## src/rtl/ped_signal_ctrl_pkg.sv

```systemverilog
// Shared definitions for the pedestrian signal controller: FSM states,
// the one-hot lamp codes used by the upstream traffic_light controller,
// and a legality check for the lamp bus.
package ped_pkg;

    typedef enum logic [1:0] {
        ST_IDLE  = 2'd0,
        ST_WALK  = 2'd1,
        ST_FLASH = 2'd2,
        ST_FAULT = 2'd3
    } ped_state_e;

    localparam logic [2:0] LIGHT_RED    = 3'b100;
    localparam logic [2:0] LIGHT_GREEN  = 3'b010;
    localparam logic [2:0] LIGHT_YELLOW = 3'b001;

    // Exactly one lamp lit is the only legal encoding.
    function automatic logic is_legal_light(input logic [2:0] light);
        return (light == LIGHT_RED) || (light == LIGHT_GREEN) || (light == LIGHT_YELLOW);
    endfunction

endpackage

```

## src/rtl/ped_signal_ctrl_phase_timer.sv

```systemverilog
// Phase timer: loadable down-counter that parks at zero, plus the blink
// divider used during the flashing clearance phase.
module ped_phase_timer #(
    parameter int CNT_W      = 8,
    parameter int FLASH_HALF = 2
) (
    input  logic             clk,
    input  logic             rst,
    input  logic             load,
    input  logic [CNT_W-1:0] load_val,
    input  logic             clear,
    input  logic             blink_run,
    output logic [CNT_W-1:0] count,
    output logic             zero,
    output logic             blink
);

    localparam int BW = (FLASH_HALF > 1) ? $clog2(FLASH_HALF) : 1;
    localparam logic [BW-1:0] HALF_LAST = BW'(FLASH_HALF - 1);

    logic [CNT_W-1:0] count_q, count_d;
    logic [BW-1:0]    bcnt_q, bcnt_d;
    logic             blink_q, blink_d;

    // Timer registers; blink idles high so the lamp is steady outside FLASH.
    always_ff @(posedge clk) begin
        if (rst) begin
            count_q <= '0;
            bcnt_q  <= '0;
            blink_q <= 1'b1;
        end else begin
            // NOTE: clocked state uses non-blocking assignments so every flop
            // samples pre-edge values regardless of statement order.
            count_q <= count_d;
            bcnt_q  <= bcnt_d;
            blink_q <= blink_d;
        end
    end

    // Countdown: clear beats load, otherwise decrement and stop at zero.
    always_comb begin
        count_d = count_q;
        if (clear) begin
            count_d = '0;
        end else if (load) begin
            count_d = load_val;
        end else if (count_q != '0) begin
            count_d = count_q - 1'b1;
        end
    end

    // Blink divider: toggles every FLASH_HALF cycles while running, else re-arms high.
    always_comb begin
        blink_d = 1'b1;
        bcnt_d  = '0;
        if (blink_run) begin
            blink_d = blink_q;
            if (bcnt_q == HALF_LAST) begin
                blink_d = ~blink_q;
            end else begin
                bcnt_d = bcnt_q + 1'b1;
            end
        end
    end

    assign count = count_q;
    assign zero  = (count_q == '0);
    assign blink = blink_q;

endmodule

```

## src/rtl/ped_signal_ctrl.sv

```systemverilog
// Pedestrian crossing controller. Latches button requests and grants a
// WALK then blinking FLASH phase at the start of a red interval; reports
// red intervals cut short (abort) and illegal lamp encodings (sticky fault).
module ped_signal_ctrl
    import ped_pkg::*;
#(
    parameter int WALK_TIME  = 12,
    parameter int FLASH_TIME = 6,
    parameter int FLASH_HALF = 2,
    parameter int CNT_W      = 8
) (
    input  logic             clk,
    input  logic             rst,
    input  logic [2:0]       light,
    input  logic             btn,
    output logic             walk,
    output logic             dont_walk,
    output logic             blink,
    output logic [CNT_W-1:0] countdown,
    output logic             req_pending,
    output logic             abort,
    output logic             fault
);

    ped_state_e       state_q, state_d;
    logic [2:0]       light_q, light_d;
    logic             btn_q, btn_d;
    logic             req_q, req_d;
    logic             abort_q, abort_d;

    logic             btn_rise, red_now, red_entry, illegal;
    logic             tmr_load, tmr_clear, tmr_zero, tmr_blink_run, tmr_blink;
    logic [CNT_W-1:0] tmr_load_val, tmr_count;

    assign btn_rise  = btn & ~btn_q;
    assign red_now   = (light == LIGHT_RED);
    assign red_entry = red_now && (light_q != LIGHT_RED);
    assign illegal   = !is_legal_light(light);

    // State register; light_q resets to red so the red current at reset is not an entry.
    always_ff @(posedge clk) begin
        if (rst) begin
            state_q <= ST_IDLE;
            light_q <= LIGHT_RED;
            btn_q   <= 1'b0;
            req_q   <= 1'b0;
            abort_q <= 1'b0;
        end else begin
            state_q <= state_d;
            light_q <= light_d;
            btn_q   <= btn_d;
            req_q   <= req_d;
            abort_q <= abort_d;
        end
    end

    // Next-state logic, priority: illegal light > early red end > normal phase flow.
    always_comb begin
        // NOTE: every output of this block is defaulted up front so no path
        // through the case statement can infer a latch.
        state_d      = state_q;
        light_d      = light;
        btn_d        = btn;
        req_d        = req_q;
        abort_d      = 1'b0;
        tmr_load     = 1'b0;
        tmr_load_val = '0;
        tmr_clear    = 1'b0;

        if (illegal) begin
            state_d   = ST_FAULT;
            tmr_clear = 1'b1;
        end else begin
            unique case (state_q)
                ST_IDLE: begin
                    if (btn_rise) req_d = 1'b1;
                    if (red_entry && (req_q || btn_rise)) begin
                        state_d      = ST_WALK;
                        tmr_load     = 1'b1;
                        tmr_load_val = CNT_W'(WALK_TIME - 1);
                        req_d        = 1'b0;
                    end
                end
                ST_WALK: begin
                    if (!red_now) begin
                        state_d   = ST_IDLE;
                        abort_d   = 1'b1;
                        tmr_clear = 1'b1;
                        req_d     = 1'b1;
                    end else if (tmr_zero) begin
                        state_d      = ST_FLASH;
                        tmr_load     = 1'b1;
                        tmr_load_val = CNT_W'(FLASH_TIME - 1);
                    end
                end
                ST_FLASH: begin
                    if (btn_rise) req_d = 1'b1;
                    if (!red_now) begin
                        state_d   = ST_IDLE;
                        abort_d   = 1'b1;
                        tmr_clear = 1'b1;
                        req_d     = 1'b1;
                    end else if (tmr_zero) begin
                        state_d   = ST_IDLE;
                        tmr_clear = 1'b1;
                    end
                end
                ST_FAULT: begin
                    tmr_clear = 1'b1;
                end
                default: begin
                    state_d   = ST_FAULT;
                    tmr_clear = 1'b1;
                end
            endcase
        end

        tmr_blink_run = (state_q == ST_FLASH) && (state_d == ST_FLASH);
    end

    // Output decode from registered state only.
    always_comb begin
        walk        = (state_q == ST_WALK);
        dont_walk   = (state_q != ST_WALK);
        fault       = (state_q == ST_FAULT);
        blink       = tmr_blink;
        countdown   = tmr_count;
        req_pending = req_q;
        abort       = abort_q;
    end

    ped_phase_timer #(
        .CNT_W      (CNT_W),
        .FLASH_HALF (FLASH_HALF)
    ) u_timer (
        .clk       (clk),
        .rst       (rst),
        .load      (tmr_load),
        .load_val  (tmr_load_val),
        .clear     (tmr_clear),
        .blink_run (tmr_blink_run),
        .count     (tmr_count),
        .zero      (tmr_zero),
        .blink     (tmr_blink)
    );

endmodule

```

## config.mk

```make
export PLATFORM = sky130hd
export DESIGN_NAME = ped_signal_ctrl
export DESIGN_NICKNAME = d
export VERILOG_FILES = /design/src/rtl/ped_signal_ctrl_pkg.sv /design/src/rtl/ped_signal_ctrl_phase_timer.sv /design/src/rtl/ped_signal_ctrl.sv
export SDC_FILE = /design/constraint.sdc
export NUM_CORES = 1
export LEC_CHECK = 0
export ABC_AREA = 1
export BUFFER_PORTS_ARGS = -buffer_cell sky130_fd_sc_hd__buf_2
export CORE_MARGIN = 3
export CORE_UTILIZATION = 55
export DETAILED_ROUTE_END_ITERATION = 7
export PLACE_DENSITY = 0.76
export SKIP_LAST_GASP = 1
export SLEW_MARGIN = 20
export SYNTH_ARGS = -nofsm -noshare
export SYNTH_HDL_FRONTEND = slang
export SYNTH_SLANG_ARGS = --single-unit
```

## constraint.sdc

```tcl
create_clock -name clk -period 3 [get_ports clk]
set_input_delay 0.15 -clock clk [delete_from_list [all_inputs] [get_ports clk]]
set_output_delay 0.15 -clock clk [all_outputs]
set_load 0.01 [all_outputs]
```

Yosys cells after proc, flatten, opt, wreduce, memory -nomap -nowiden
Cells that the tools add are included.
{"block": "totals", "inputBits": 6, "elab_cells": 71, "ff_bits": 18}
{"block": "classes", "reduce_logical": 17, "n_addsub": 2, "muxes": 28, "eq_ne": 10, "bitwise": 6}
{"cell": "two-way mux 8 bit", "count": 2}
{"cell": "two-way mux 2 bit", "count": 6}
{"cell": "two-way mux 1 bit", "count": 11}
{"cell": "logical NOT 8 bit", "count": 1}
{"cell": "two-way mux 4 bit", "count": 2}
{"cell": "one-hot mux 4 bit (2 select lines)", "count": 1}
{"cell": "nonzero test 8 bit", "count": 1}
{"cell": "subtractor 8 x 1 -> 8 bit (second input constant)", "count": 1}
{"cell": "equality test 2 bit (second input constant)", "count": 3}
{"cell": "two-way mux 3 bit", "count": 2}
{"cell": "one-hot mux 1 bit (3 select lines)", "count": 2}
{"cell": "one-hot mux 2 bit (3 select lines)", "count": 1}
{"cell": "OR reduction 2 bit", "count": 3}
{"cell": "OR reduction 3 bit", "count": 2}
{"cell": "NOT 1 bit", "count": 5}
{"cell": "equality test 3 x 1 -> 1 bit (second input constant)", "count": 1}
{"cell": "equality test 3 x 2 -> 1 bit (second input constant)", "count": 1}
{"cell": "equality test 3 bit (second input constant)", "count": 1}
{"cell": "logical AND 1 bit", "count": 3}
{"cell": "logical OR 1 bit", "count": 3}
{"cell": "!= test 3 bit (second input constant)", "count": 1}
{"cell": "AND reduction 3 bit", "count": 1}
{"cell": "nonzero test 3 bit", "count": 1}
{"cell": "equality test 2 x 1 -> 1 bit (second input constant)", "count": 1}
{"cell": "other kinds (7)", "count": 7}

Longest topological paths before layout
Gate-level depths: netlist (run 1).
{"block": "logic_depth", "depth_word": 11, "depth_mapped": 12}

By module
Synthesis (run 1) repeated with hierarchy kept, for this count alone.
{"block": "hier_totals", "hier_cells": 165, "hier_area_um2": 1132.3}
{"module": "ped_phase_timer", "n_inst": 1, "cells_each": 81, "area_per_inst_um2": 583.1}
{"module": "ped_signal_ctrl", "n_inst": 1, "cells_each": 84, "area_per_inst_um2": 549.3}

Worst setup path before layout (run 1)
OpenSTA, ideal clock, no wires.
{"block": "synth_timing", "path_kind": "flip-flop to flip-flop", "from": "register state_q[1]", "to": "register u_timer.count_q[1], in the netlist u_timer.count[1]", "path_stages_with_launch": 10, "t_arrival_ps": 1370, "slack_ps": 1508, "path_buffers": 0, "cell_sequence": "dfxtp_1 inv_1 ha_1 inv_1 nor2_4 nand2_2 nand2_4 o21ai_0 nor2_1 nor3_2"}
{"block": "synth_via", "elab_chain_cells": 4, "elab_cells_between_ends": 13, "cone_classes": "3 x eq/ne; 7 x mux; 3 x reduce/logical"}
{"element": "start, declared", "line": "ped_signal_ctrl.sv:25", "text": "ped_state_e state_q, state_d;"}
{"element": "start signal, assigned", "line": "ped_signal_ctrl.sv:49", "text": "state_q <= state_d;"}
{"element": "equality test 2 x 1 -> 1 bit *"}
{"element": "via walk", "line": "ped_signal_ctrl.sv:16", "text": "output logic walk,"}
{"element": "one-hot mux 1 bit (3 select lines), or another cell as far along", "line": "ped_signal_ctrl.sv:74", "text": "unique case (state_q)"}
{"element": "two-way mux 1 bit or two-way mux 4 bit (tied branches)", "line": "ped_signal_ctrl.sv:70", "text": "if (illegal) begin"}
{"element": "OR reduction 2 bit (no source line), or another cell as far along"}
{"element": "end signal, assigned", "line": "ped_signal_ctrl_phase_timer.sv:34", "text": "count_q <= count_d;"}
{"element": "end, declared", "line": "ped_signal_ctrl_phase_timer.sv:21", "text": "logic [CNT_W-1:0] count_q, count_d;"}
Mark *: on every way through the listed nets, which the timed path passes. The rest lies on a longest branch.
A chain may end at the register's enable or synchronous reset.

Worst setup path in the final report (run 1)
{"block": "layout_timing", "from": "register u_timer.count_q[0], in the netlist u_timer.count[0]", "to": "register u_timer.blink_q, in the netlist u_timer.blink"}
{"block": "layout_via", "elab_chain_cells": 9, "elab_cells_between_ends": 11, "cone_classes": "1 x eq/ne; 6 x mux; 1 x bitwise; 3 x reduce/logical"}
{"element": "logical NOT 8 bit *", "line": "ped_signal_ctrl_phase_timer.sv:67", "text": "assign zero = (count_q == '0);"}
{"element": "two-way mux 2 bit (on tied branches)", "line": "ped_signal_ctrl.sv:103, ped_signal_ctrl.sv:90"}
{"element": "two-way mux 2 bit (on tied branches)", "line": "ped_signal_ctrl.sv:98, ped_signal_ctrl.sv:85"}
{"element": "one-hot mux 2 bit (3 select lines) *", "line": "ped_signal_ctrl.sv:74"}
{"element": "two-way mux 2 bit *", "line": "ped_signal_ctrl.sv:70"}
{"element": "equality test 2 bit *", "line": "ped_signal_ctrl.sv:118", "text": "tmr_blink_run = (state_q == ST_FLASH) && (state_d == ST_FLASH);"}
{"element": "logical AND 1 bit *", "line": "ped_signal_ctrl.sv:118"}
{"element": "NOT 1 bit (no source line) *"}
{"element": "OR reduction 2 bit (no source line) *"}
{"element": "end signal, assigned", "line": "ped_signal_ctrl_phase_timer.sv:36", "text": "blink_q <= blink_d;"}
{"element": "end, declared", "line": "ped_signal_ctrl_phase_timer.sv:23", "text": "logic blink_q, blink_d;"}
Every way passes the cells marked *; elsewhere a longest branch is shown, timed or not.

==> results_dict.tcl, run 1 <==
set metrics [dict create \
    clkTransAtPathRegs_ns 0.10 \
    post-dp-hpwl_um 1870 \
    die_area_um2 2670 \
    synth_edf_count 0 \
    met3_usage_pct 4.01 \
    final_hold_viol_count 0 \
    clock_sinks 18 \
    fp.dieW_um 51.7 \
    postCtsSetupBuffers 0 \
    num_rows 15 \
    reg2reg_to "u_timer.blink$_SDFFE_PP1P_" \
    tritoncts "built" \
    hold_class "in -> reg" \
    synth_top_area_share_pct 31.4 \
    drtIter0Drc 24 \
    async_flop_share_pct 0 \
    end_kind "register" \
    nFillCells 167 \
    worstSetupPathType "reg -> reg" \
    r2r_slack_ns 1.44 \
    core_area_um2 1840 \
    grt_max_degree 11 \
    ir_drop_mv 0.386 \
    whs_path_depth 3 \
    slowest_delay_ns 0.35 \
    grt_pass1_vias 952 \
    power_density_nw_per_um2 678 \
    diodes 0 \
    required_ns 3.21 \
    num_vias 1018 \
    tightest_slew_ns 0.336 \
    placed_area_um2 1270 \
    drtAntennaViolNets 0 \
    io_buffer_count 19 \
    htree_levels 1 \
    die_h_um 51.7 \
    final_util_pct 71.2 \
    hp-start "btn" \
    drt-total-wl_um 2320 \
    grt_pass1_wl_um 4060 \
    r2r-start "u_timer.count[0]$_SDFFE_PP0P_" \
    yosys_warnings 0 \
    ys_types 24 \
    cts-hold-fix-buffers 0 \
    crit_path_cell_trace "inv_1, ha_1, inv_1, nor2_1, nand2_2, nand2_2, o21ai_1, nand2_1, nand3_1, nor2_1, nand2_1" \
    layout_min_cycle_time_ns 1.56 \
    slew_headroom_pct 77.4 \
    ys.flop_type "dfxtp_1" \
    worst-path-buf-inv 2 \
    cap_violations 0 \
    fin_skew_ns 0.00242 \
    fin_tns_setup_ns 0 \
    cpMaxStageDelayCell "dfxtp_1" \
    r2r_cells 11 \
    seq_area_frac_synth_pct 31.4 \
    drc 0 \
    met1_usage_pct 25.5 \
    antenna_found_initial 0 \
    yosysTopAreaCell "dfxtp_1" \
    layout-drive-gt1-share_pct 31.1 \
    fin_nets 190 \
    cts-resized-gates 0 \
    via_per_inst 5.04 \
    cts_buffers 3 \
    start_util_pct 62.4 \
    postSynthCellCount 154 \
    gp_congestion 0.914 \
    critPathTopFamily "simple AND/OR/NAND/NOR gates" \
    final_area_um2 1310 \
    io_pins 20 \
    fmax_mhz 643 \
    cts_buffer_depth 2 \
    synthTopCellsByArea "dfxtp_1, nand2_1, inv_1, nor3_2, ha_1" \
    syn_nets 166 \
    crit_fanout 5 \
    setup-violations-final 0 \
    startpoint_type "register" \
    hold-path-endpoint "btn_q$_SDFF_PP0_" \
    area_growth_pct 14.2 \
    finalCritPeriodShare_pct 51.9 \
    power.leakage_uw 0.000659 \
    rsz0062_at_grt "no" \
    netlist_area_um2 1150 \
    outcome "complete, no violations" \
    synth.avg_cell_area_um2 7.45 \
    overflow 0 \
    ys_seq_elements 18 \
    cp.arrival_ns 1.76 \
    wl_per_cell_um 11.5 \
    clk_latency_ns 0.30 \
    drt_pass1_iterations 4 \
    slew_violations 0 \
    cts-root-buf "clkbuf_4" \
    grt-busiest-layer "met2" \
    grtUsageMet2_pct 33.3 \
    track_usage_pct 20.5 \
]
-- layout make-up --
cell class                      instances  area, um2  share of cell area [%]
Tap cell                               25       31.3                    2.39
Inverter                               27        101                    7.74
Multi-Input combinational cell        109        686                    52.3
Clock buffer                            4       36.3                    2.77
Sequential cell                        18        360                    27.5
Timing Repair Buffer                   19       95.1                    7.26
-- flip-flops by register name, summed over array words and instances (netlist names) --
register	flops
req_pending	1
state_q	2
u_timer.count	8
abort	1
btn_q	1
light_q	3
u_timer.blink	1
u_timer.bcnt_q	1
-- through the flow --
step,total power (uW),hold slack [ns],setup slack [ns],cells
final,888,0.0582,1.44,202
after global routing,970,0.0648,1.23,202
after CTS,893,0.0511,1.43,202
after detailed placement,740,0.377,1.44,198
after global placement,734,0.371,1.45,198
after floorplan,648,0.219,1.51,154
-- kinds of logic (layout without fill, tap and decap cells) --
logic type	count (synthesis)	in the layout	synth area share (%)
simple gates	84	84	42.7
buf+inv	27	50	8.83
flops	18	18	31.4
compound gates	16	16	8.18
fa+ha+maj	6	6	6.54
xor+xnor	3	3	2.29
-- tightest hold or removal path, stage by stage --
cell,delay [ns]
buf_2,0.10
inv_1,0.04
nor2_1,0.03
-- synthesized netlist by cell type (2+ instances only) --
master	n
nand4_1	3
ha_1	6
nor2_4	6
nor3_2	8
a21boi_0	2
nand2_4	3
a21oi_1	6
xor2_1	2
inv_1	24
nor2_2	4
nor2_1	13
inv_2	3
nand2_2	6
nand3_1	10
o21ai_0	4
nor3_1	5
nand2_1	25
dfxtp_1	18
-- cells in the final DEF (no fill, tap or decap), drive strengths merged, types with 2 or more instances in the layout --
| master | count |
|---|---|
| nand2 | 34 |
| inv | 27 |
| nor2 | 23 |
| buf | 19 |
| dfxtp | 18 |
| nor3 | 13 |
| nand3 | 11 |
| a21oi | 6 |
| ha | 6 |
| o21ai | 5 |
| clkbuf | 4 |
| nand4 | 3 |
| xor2 | 2 |
| a21boi | 2 |
-- per-layer routing --
layer	share of wire (%)	routed length, um
met1	46	1060
met2	46	1070
met3	5.0	117
met4	3.4	79
met5	0	0
-- worst max-delay path by stage --
stage / startpoint / to / depth (start not counted)
2_1_floorplan: state_q[1]$_SDFF_PP0_ / u_timer.count[1]$_SDFFE_PP0P_ / 9
3_3_place_gp: u_timer.count[0]$_SDFFE_PP0P_ / u_timer.blink$_SDFFE_PP1P_ / 11
3_5_place_dp: u_timer.count[0]$_SDFFE_PP0P_ / u_timer.blink$_SDFFE_PP1P_ / 11
4_1_cts: u_timer.count[0]$_SDFFE_PP0P_ / u_timer.blink$_SDFFE_PP1P_ / 11
5_1_grt: u_timer.count[0]$_SDFFE_PP0P_ / u_timer.blink$_SDFFE_PP1P_ / 11
6_report: u_timer.count[0]$_SDFFE_PP0P_ / u_timer.blink$_SDFFE_PP1P_ / 11
-- power breakdown --
part	switching (uW)	internal, uW	total [uW]
Clock	78.0	74.1	152
Combinational	279	169	448
Sequential	24.4	263	288
Total	382	506	888
(Power assumes the default switching activity.)
==> run 2, diff against run 1 <==
--- a/config.mk
+++ b/config.mk
@@ -5,12 +5,12 @@
 export SDC_FILE = /design/constraint.sdc
 export NUM_CORES = 1
 export LEC_CHECK = 0
-export ABC_AREA = 1
+export ABC_AREA = 0
 export BUFFER_PORTS_ARGS = -buffer_cell sky130_fd_sc_hd__buf_2
 export CORE_MARGIN = 3
-export CORE_UTILIZATION = 55
+export CORE_UTILIZATION = 48
 export DETAILED_ROUTE_END_ITERATION = 7
-export PLACE_DENSITY = 0.76
+export PLACE_DENSITY = 0.71
 export SKIP_LAST_GASP = 1
 export SLEW_MARGIN = 20
 export SYNTH_ARGS = -nofsm -noshare
==> constraint.sdc (replaced) <==
create_clock -name clk -period 1.4 [get_ports clk]
set_input_delay 0.07 -clock clk [delete_from_list [all_inputs] [get_ports clk]]
set_output_delay 0.07 -clock clk [all_outputs]
set_load 0.01 [all_outputs]
==> run 2 against run 1 <==
The flow now finishes with violations (setup timing). Routed wire length grew 32%. Sequential cell count is the same. Synthesized cell count shrank 24%. Register-to-register slack lost 2.1 ns. Global-route usage grew 3.2 points. Clock skew grew 0.0022 ns. Via count grew 9.2%. Worst setup slack lost 2.1 ns. Combinational power grew to 7.2 times the previous value. Power grew to 4.8 times the previous value. Cell area grew 21%. Critical path type unchanged.
==> results_dict.tcl, run 2 <==
set metrics [dict create \
    startpoint "u_timer.count[5]$_SDFFE_PP0P_" \
    die_area_um2 2750 \
    via_per_inst 5.50 \
    io_pins 20 \
    r2r_slack_ns -0.66 \
    cp.arrival_ns 2.25 \
    layout_min_cycle_time_ns 2.06 \
    core_area_um2 2000 \
    io_buffer_count 19 \
    fmax_mhz 485 \
    startpoint_type "register" \
    htree_levels 1 \
    final_area_um2 1590 \
    fp.dieW_um 52.5 \
    postSynthCellCount 117 \
    finalCritPeriodShare_pct 147 \
    syn_nets 129 \
    async_flop_share_pct 0 \
    synth_edf_count 0 \
    synth_most_common_cell "dfxtp_1" \
    end_kind "register" \
    violations "setup timing" \
    wl_per_cell_um 15.2 \
    synthTopCellsByArea "dfxtp_1, ha_1, or4_1, nor2b_1, xor2_1" \
    largest_reg_flops 8 \
    fin_ws_ns -0.663 \
    ys.flop_type "dfxtp_1" \
    ys_types 43 \
    setup-violations-final 13 \
    slew_violations 0 \
    netlist_area_um2 1040 \
    yosys_warnings 0 \
    required_ns 1.58 \
    num_vias 1112 \
    tritoncts "built" \
    fin_nets 188 \
    num_rows 16 \
    multi_input_comb_area_um2 722 \
    post-dp-hpwl_um 2190 \
    worstSetupPathType "reg -> reg" \
    clkTransAtPathRegs_ns 0.11 \
    cts-root-buf "clkbuf_4" \
    rsz0062_at_grt "yes" \
    fin_skew_ns 0.00463 \
    placed_area_um2 1460 \
    crit_fanout 5 \
    seq_area_frac_synth_pct 34.8 \
    ir_drop_mv 1.49 \
    nFillCells 148 \
    crit_path_cell_trace "or4_4, buf_6, nor3_4, a211oi_2, o31a_1, or3_1" \
    layout_common_cells "buf_4, buf_2, dfxtp_1, nor2_1" \
    drtAntennaViolNets 0 \
    gp_congestion 0.830 \
    yosys-top-cells-count "dfxtp_1, inv_1, nor2_1" \
    seqCellArea_um2 370 \
    synth.avg_cell_area_um2 8.85 \
    dp_slack_ns -0.660 \
    synth_top_area_share_pct 34.8 \
    slowest_delay_ns 0.54 \
    overflow 0 \
    grt_pass1_wl_um 4810 \
    grt_pass1_vias 1063 \
    area_growth_pct 53.5 \
    final_hold_viol_count 0 \
    start_util_pct 51.8 \
    antenna_found_initial 0 \
    final_common_cell "buf_4" \
    clock_sinks 18 \
    r2r-start "u_timer.count[5]$_SDFFE_PP0P_" \
    drtIter0Drc 22 \
    slew_headroom_pct 74.8 \
    ys_seq_elements 18 \
    die_h_um 52.5 \
    track_usage_pct 23.7 \
    grt_max_degree 11 \
    clk_latency_ns 0.30 \
    drc 0 \
    total_power_uw 4270 \
    power_density_nw_per_um2 2680 \
    cts_buffers 3 \
    cts_buffer_depth 2 \
    fin_tns_setup_ns -5.93 \
    cap_violations 0 \
    cpMaxStageDelayCell "or4_4" \
    tightest_slew_ns 0.377 \
    yosysTopAreaCell "dfxtp_1" \
    layout-drive-gt1-share_pct 50.3 \
    drt-total-wl_um 3060 \
    drt_pass1_iterations 4 \
    hold_class "in -> reg" \
    outcome "finished, violations left" \
    power.leakage_uw 0.000720 \
    hp-start "light[2]" \
    diodes 0 \
]
run 2: critical path: cells and delay by family, from the launching register on:
family,cells,cell delay (ns)
compound gates,2,0.34
buf+inv,1,0.15
flops,1,0.33
simple gates,3,1.12
run 2: layout make-up:
class / count / area share [%]
tap: 27 / 2.12
clock buffer: 4 / 2.28
inverter: 10 / 2.36
timing repair buffer: 57 / 24.5
multi-input combinational: 86 / 45.4
sequential: 18 / 23.3
run 2: cells by family after synthesis:
logic type / count (synthesis) / synth area share [%]
AOI/OAI and AO/OA: 29 / 19.8
xor gates and xnor gates: 5 / 4.23
adders and majority gates: 6 / 7.25
buffers and inverters: 13 / 4.83
DFF: 18 / 34.8
muxes: 1 / 0.966
and+or+nand+nor: 45 / 28.1
run 2: through the flow:
step                hold slack, ns  util, %  std cells
floorplan                    0.177        -        117
global placement             0.300     72.8        195
detailed placement           0.305     72.8        195
CTS                         0.0644     76.1        200
global route                0.0848     79.4        202
finish                      0.0806     79.4        202
run 2: power breakdown:
group          internal, uW  total [uW]  switching, uW
combinational          1690        3210           1520
clock                   159         325            166
sequential              649         728           78.5
total                  2500        4270           1760
run 2: layer usage:
layer / up-vias / global-route usage [%] / share of wire [%] / routed length, um
met5: - / 0 / 0 / 0
met4: 0 / 7.23 / 2.1 / 63
met3: 8 / 3.70 / 4.6 / 141
met2: 32 / 40.7 / 49 / 1510
met1: 528 / 29.9 / 44 / 1350
li1: 544 / - / - / -
run 2: timing repair:
item                                    in CTS  in global routing
endpoints found under the setup margin      15                 15
pin swaps                                    2                  4
setup buffers                                0                  3
resized for setup                            6                 12
hold endpoints to repair                     1                  0
hold buffers                                 1                  0
run 2: final timing paths:
path	cells past startpoint	end
hold reg to reg	2	req_pending$_SDFFE_PP0P_
setup reg to reg	6	u_timer.blink$_SDFFE_PP1P_
hold / removal	2	light_q[2]$_SDFF_PP1_
setup / recovery	6	u_timer.blink$_SDFFE_PP1P_
==> run 3, diff against run 2 <==
--- a/config.mk
+++ b/config.mk
@@ -11,6 +11,7 @@
 export CORE_UTILIZATION = 48
 export DETAILED_ROUTE_END_ITERATION = 7
 export PLACE_DENSITY = 0.71
+export SETUP_SLACK_MARGIN = 0.15
 export SKIP_LAST_GASP = 1
 export SLEW_MARGIN = 20
 export SYNTH_ARGS = -nofsm -noshare
==> run 3 against run 2 <==
The flow still finishes with violations (setup timing). Clock skew is 0.0056 ns higher. Final cell count up 5.4%. Sequential cell count unchanged. Fmax decreased by 1.2%. Die area unchanged. Count of clock-buffer cells in the layout is the same. Largest power group unchanged.
==> results_dict.tcl, run 3 (synthesis results as in run 2) <==
set metrics [dict create \
    io_pins 20 \
    seq_power_share_pct 15.5 \
    drtAntennaViolNets 0 \
    via_per_inst 5.73 \
    slowest_delay_ns 0.56 \
    final_hold_viol_count 0 \
    wl_met1_um 1550 \
    fin_ws_ns -0.687 \
    end_kind "register" \
    wl_met2_um 1790 \
    startpoint_type "register" \
    cts-root-buf "clkbuf_4" \
    fmax_mhz 479 \
    overflow 0 \
    fp.dieW_um 52.5 \
    slew_headroom_pct 74.8 \
    diodes 0 \
    ir_drop_mv 1.84 \
    die_area_um2 2750 \
    rsz0062_at_grt "yes" \
    grt_pass1_vias 1229 \
    r2r-start "u_timer.count[5]$_SDFFE_PP0P_" \
    num_rows 16 \
    worst-path-buf-inv 4 \
    die_h_um 52.5 \
    p_switching_uw 2040 \
    multi_input_comb_area_um2 778 \
    slew_violations 0 \
    grt_max_degree 11 \
    final_common_cell "buf_4" \
    grt_pass1_wl_um 5260 \
    crit_fanout 4 \
    layout-drive-gt1-share_pct 61.3 \
    layout_min_cycle_time_ns 2.09 \
    crit_path_cell_trace "or4_4, buf_6, buf_4, buf_6, buf_6, o31ai_4, a211o_1, nand2b_4, nor2_2" \
    setup-violations-final 13 \
    num_vias 1220 \
    whs_path_depth 3 \
    cts_buffers 3 \
    wl_per_cell_um 16.9 \
    nFillCells 95 \
    r2r_slack_ns -0.69 \
    post-dp-hpwl_um 2270 \
    hold_class "in -> reg" \
    cts_buffer_depth 2 \
    worstSetupPathType "reg -> reg" \
    drt_pass1_iterations 4 \
    io_buffer_count 19 \
    power.leakage_uw 0.000786 \
    violations "setup timing" \
    reg2reg_to "u_timer.count[5]$_SDFFE_PP0P_" \
    seqCellArea_um2 374 \
    power_frac_comb_pct 77.3 \
    tritoncts "built" \
    dp_slack_ns -0.706 \
    switching_share_pct 42.7 \
    drtIter0Drc 22 \
    htree_levels 1 \
    top_layer "met4" \
    r2r_cells 9 \
    clk_latency_ns 0.31 \
    layout_common_cells "buf_4, buf_2, dfxtp_1, buf_6, inv_2" \
    crit_top_cell "buf_6" \
    cap_violations 0 \
    gp_congestion 0.896 \
    critPathTopFamily "simple AND/OR/NAND/NOR gates" \
    cpMaxStageDelayCell "or4_4" \
    fin_tns_setup_ns -7.78 \
    hold-path-endpoint "u_timer.blink$_SDFFE_PP1P_" \
    drc 0 \
    hp-start "rst" \
    finalCritPeriodShare_pct 149 \
    clkTransAtPathRegs_ns 0.11 \
    power_density_nw_per_um2 2700 \
    area_growth_pct 70.7 \
    track_usage_pct 26.0 \
    wl_met3_um 114 \
    p_int_uw 2730 \
    required_ns 1.60 \
    drt-total-wl_um 3610 \
    core_area_um2 2000 \
    worst-path-stages 9 \
    antenna_found_initial 0 \
    outcome "finished, violations left" \
    fin_skew_ns 0.0102 \
    final_util_pct 88.3 \
    clock_sinks 18 \
    tightest_slew_ns 0.377 \
    start_util_pct 51.8 \
    fin_nets 199 \
    cp.arrival_ns 2.29 \
    largest_reg_flops 8 \
    clkPwrFrac_pct 7.2 \
]
==> run 3: cell types whose count changed in the layout (fill, tap and decap cells not counted), moves of 3 or more <==
cell / before / now
buf_4: 35 / 40
buf_6: 2 / 10
ha_4: 0 / 3
a21oi_1: 5 / 2
inv_2: 3 / 7
ha_1: 5 / 2
nor2_2: 1 / 4
nor2_1: 8 / 5
a21oi_2: 1 / 4
inv_1: 6 / 2
==> run 3: how the worst max path moves through the flow <==
| stage | start | end | slack (ns) |
|---|---|---|---|
| floorplan | u_timer.count[5]$_SDFFE_PP0P_ | u_timer.blink$_SDFFE_PP1P_ | -0.75 |
| global placement | u_timer.count[5]$_SDFFE_PP0P_ | u_timer.blink$_SDFFE_PP1P_ | -0.65 |
| detailed placement | u_timer.count[5]$_SDFFE_PP0P_ | u_timer.blink$_SDFFE_PP1P_ | -0.71 |
| CTS | u_timer.count[5]$_SDFFE_PP0P_ | u_timer.bcnt_q$_SDFF_PP0_ | -0.68 |
| global route | u_timer.count[0]$_SDFFE_PP0P_ | u_timer.bcnt_q$_SDFF_PP0_ | -0.75 |
| finish | u_timer.count[5]$_SDFFE_PP0P_ | u_timer.count[5]$_SDFFE_PP0P_ | -0.69 |
==> run 3: per-layer routing <==
| metal | vias to the layer above | global-route usage, % |
|---|---|---|
| met1 | 594 | 29.2 |
| met5 | - | 0 |
| met4 | 0 | 14.5 |
| met2 | 37 | 45.7 |
| met3 | 18 | 4.56 |
| li1 | 571 | - |
==> run 3: area by class of cell <==
type,instances,area share (%)
Clock buffer,4,2.05
Inverter,10,2.12
Multi-Input combinational cell,86,44.0
Sequential cell,18,21.2
Tap cell,27,1.91
Timing Repair Buffer,68,28.7
==> run 3: worst min-delay path: cells and delay by family <==
family	cells	cell delay [ns]
AND/OR/NAND/NOR	2	0.19
buffers and inverters	1	0.09
==> run 3: through the flow <==
stage               total power [uW]  cell area (um2)  hold WS (ns)  std cells
floorplan                       2430             1090         0.177        117
global placement                3420             1520         0.294        203
detailed placement              3560             1520         0.314        203
CTS                             4510             1660        0.0576        211
global route                    5060             1770        0.0738        213
finish                          4760             1770        0.0561        213
==> run 3: power groups by stage <==
stage / clock network, uW / logic (uW) / registers [uW]
CTS: 329 / 3460 / 721
floorplan: 0 / 1600 / 828
global placement: 0 / 2700 / 718
global route: 374 / 3940 / 745
finish: 341 / 3690 / 738
detailed placement: 0 / 2830 / 728
==> run 3: repair_timing <==
item,CTS,global route
hold buffers,1,0
buffers inserted,3,2
pin swaps,5,5
setup endpoints to repair,17,17
endpoints found under the hold margin,1,0
gates resized for setup,17,25
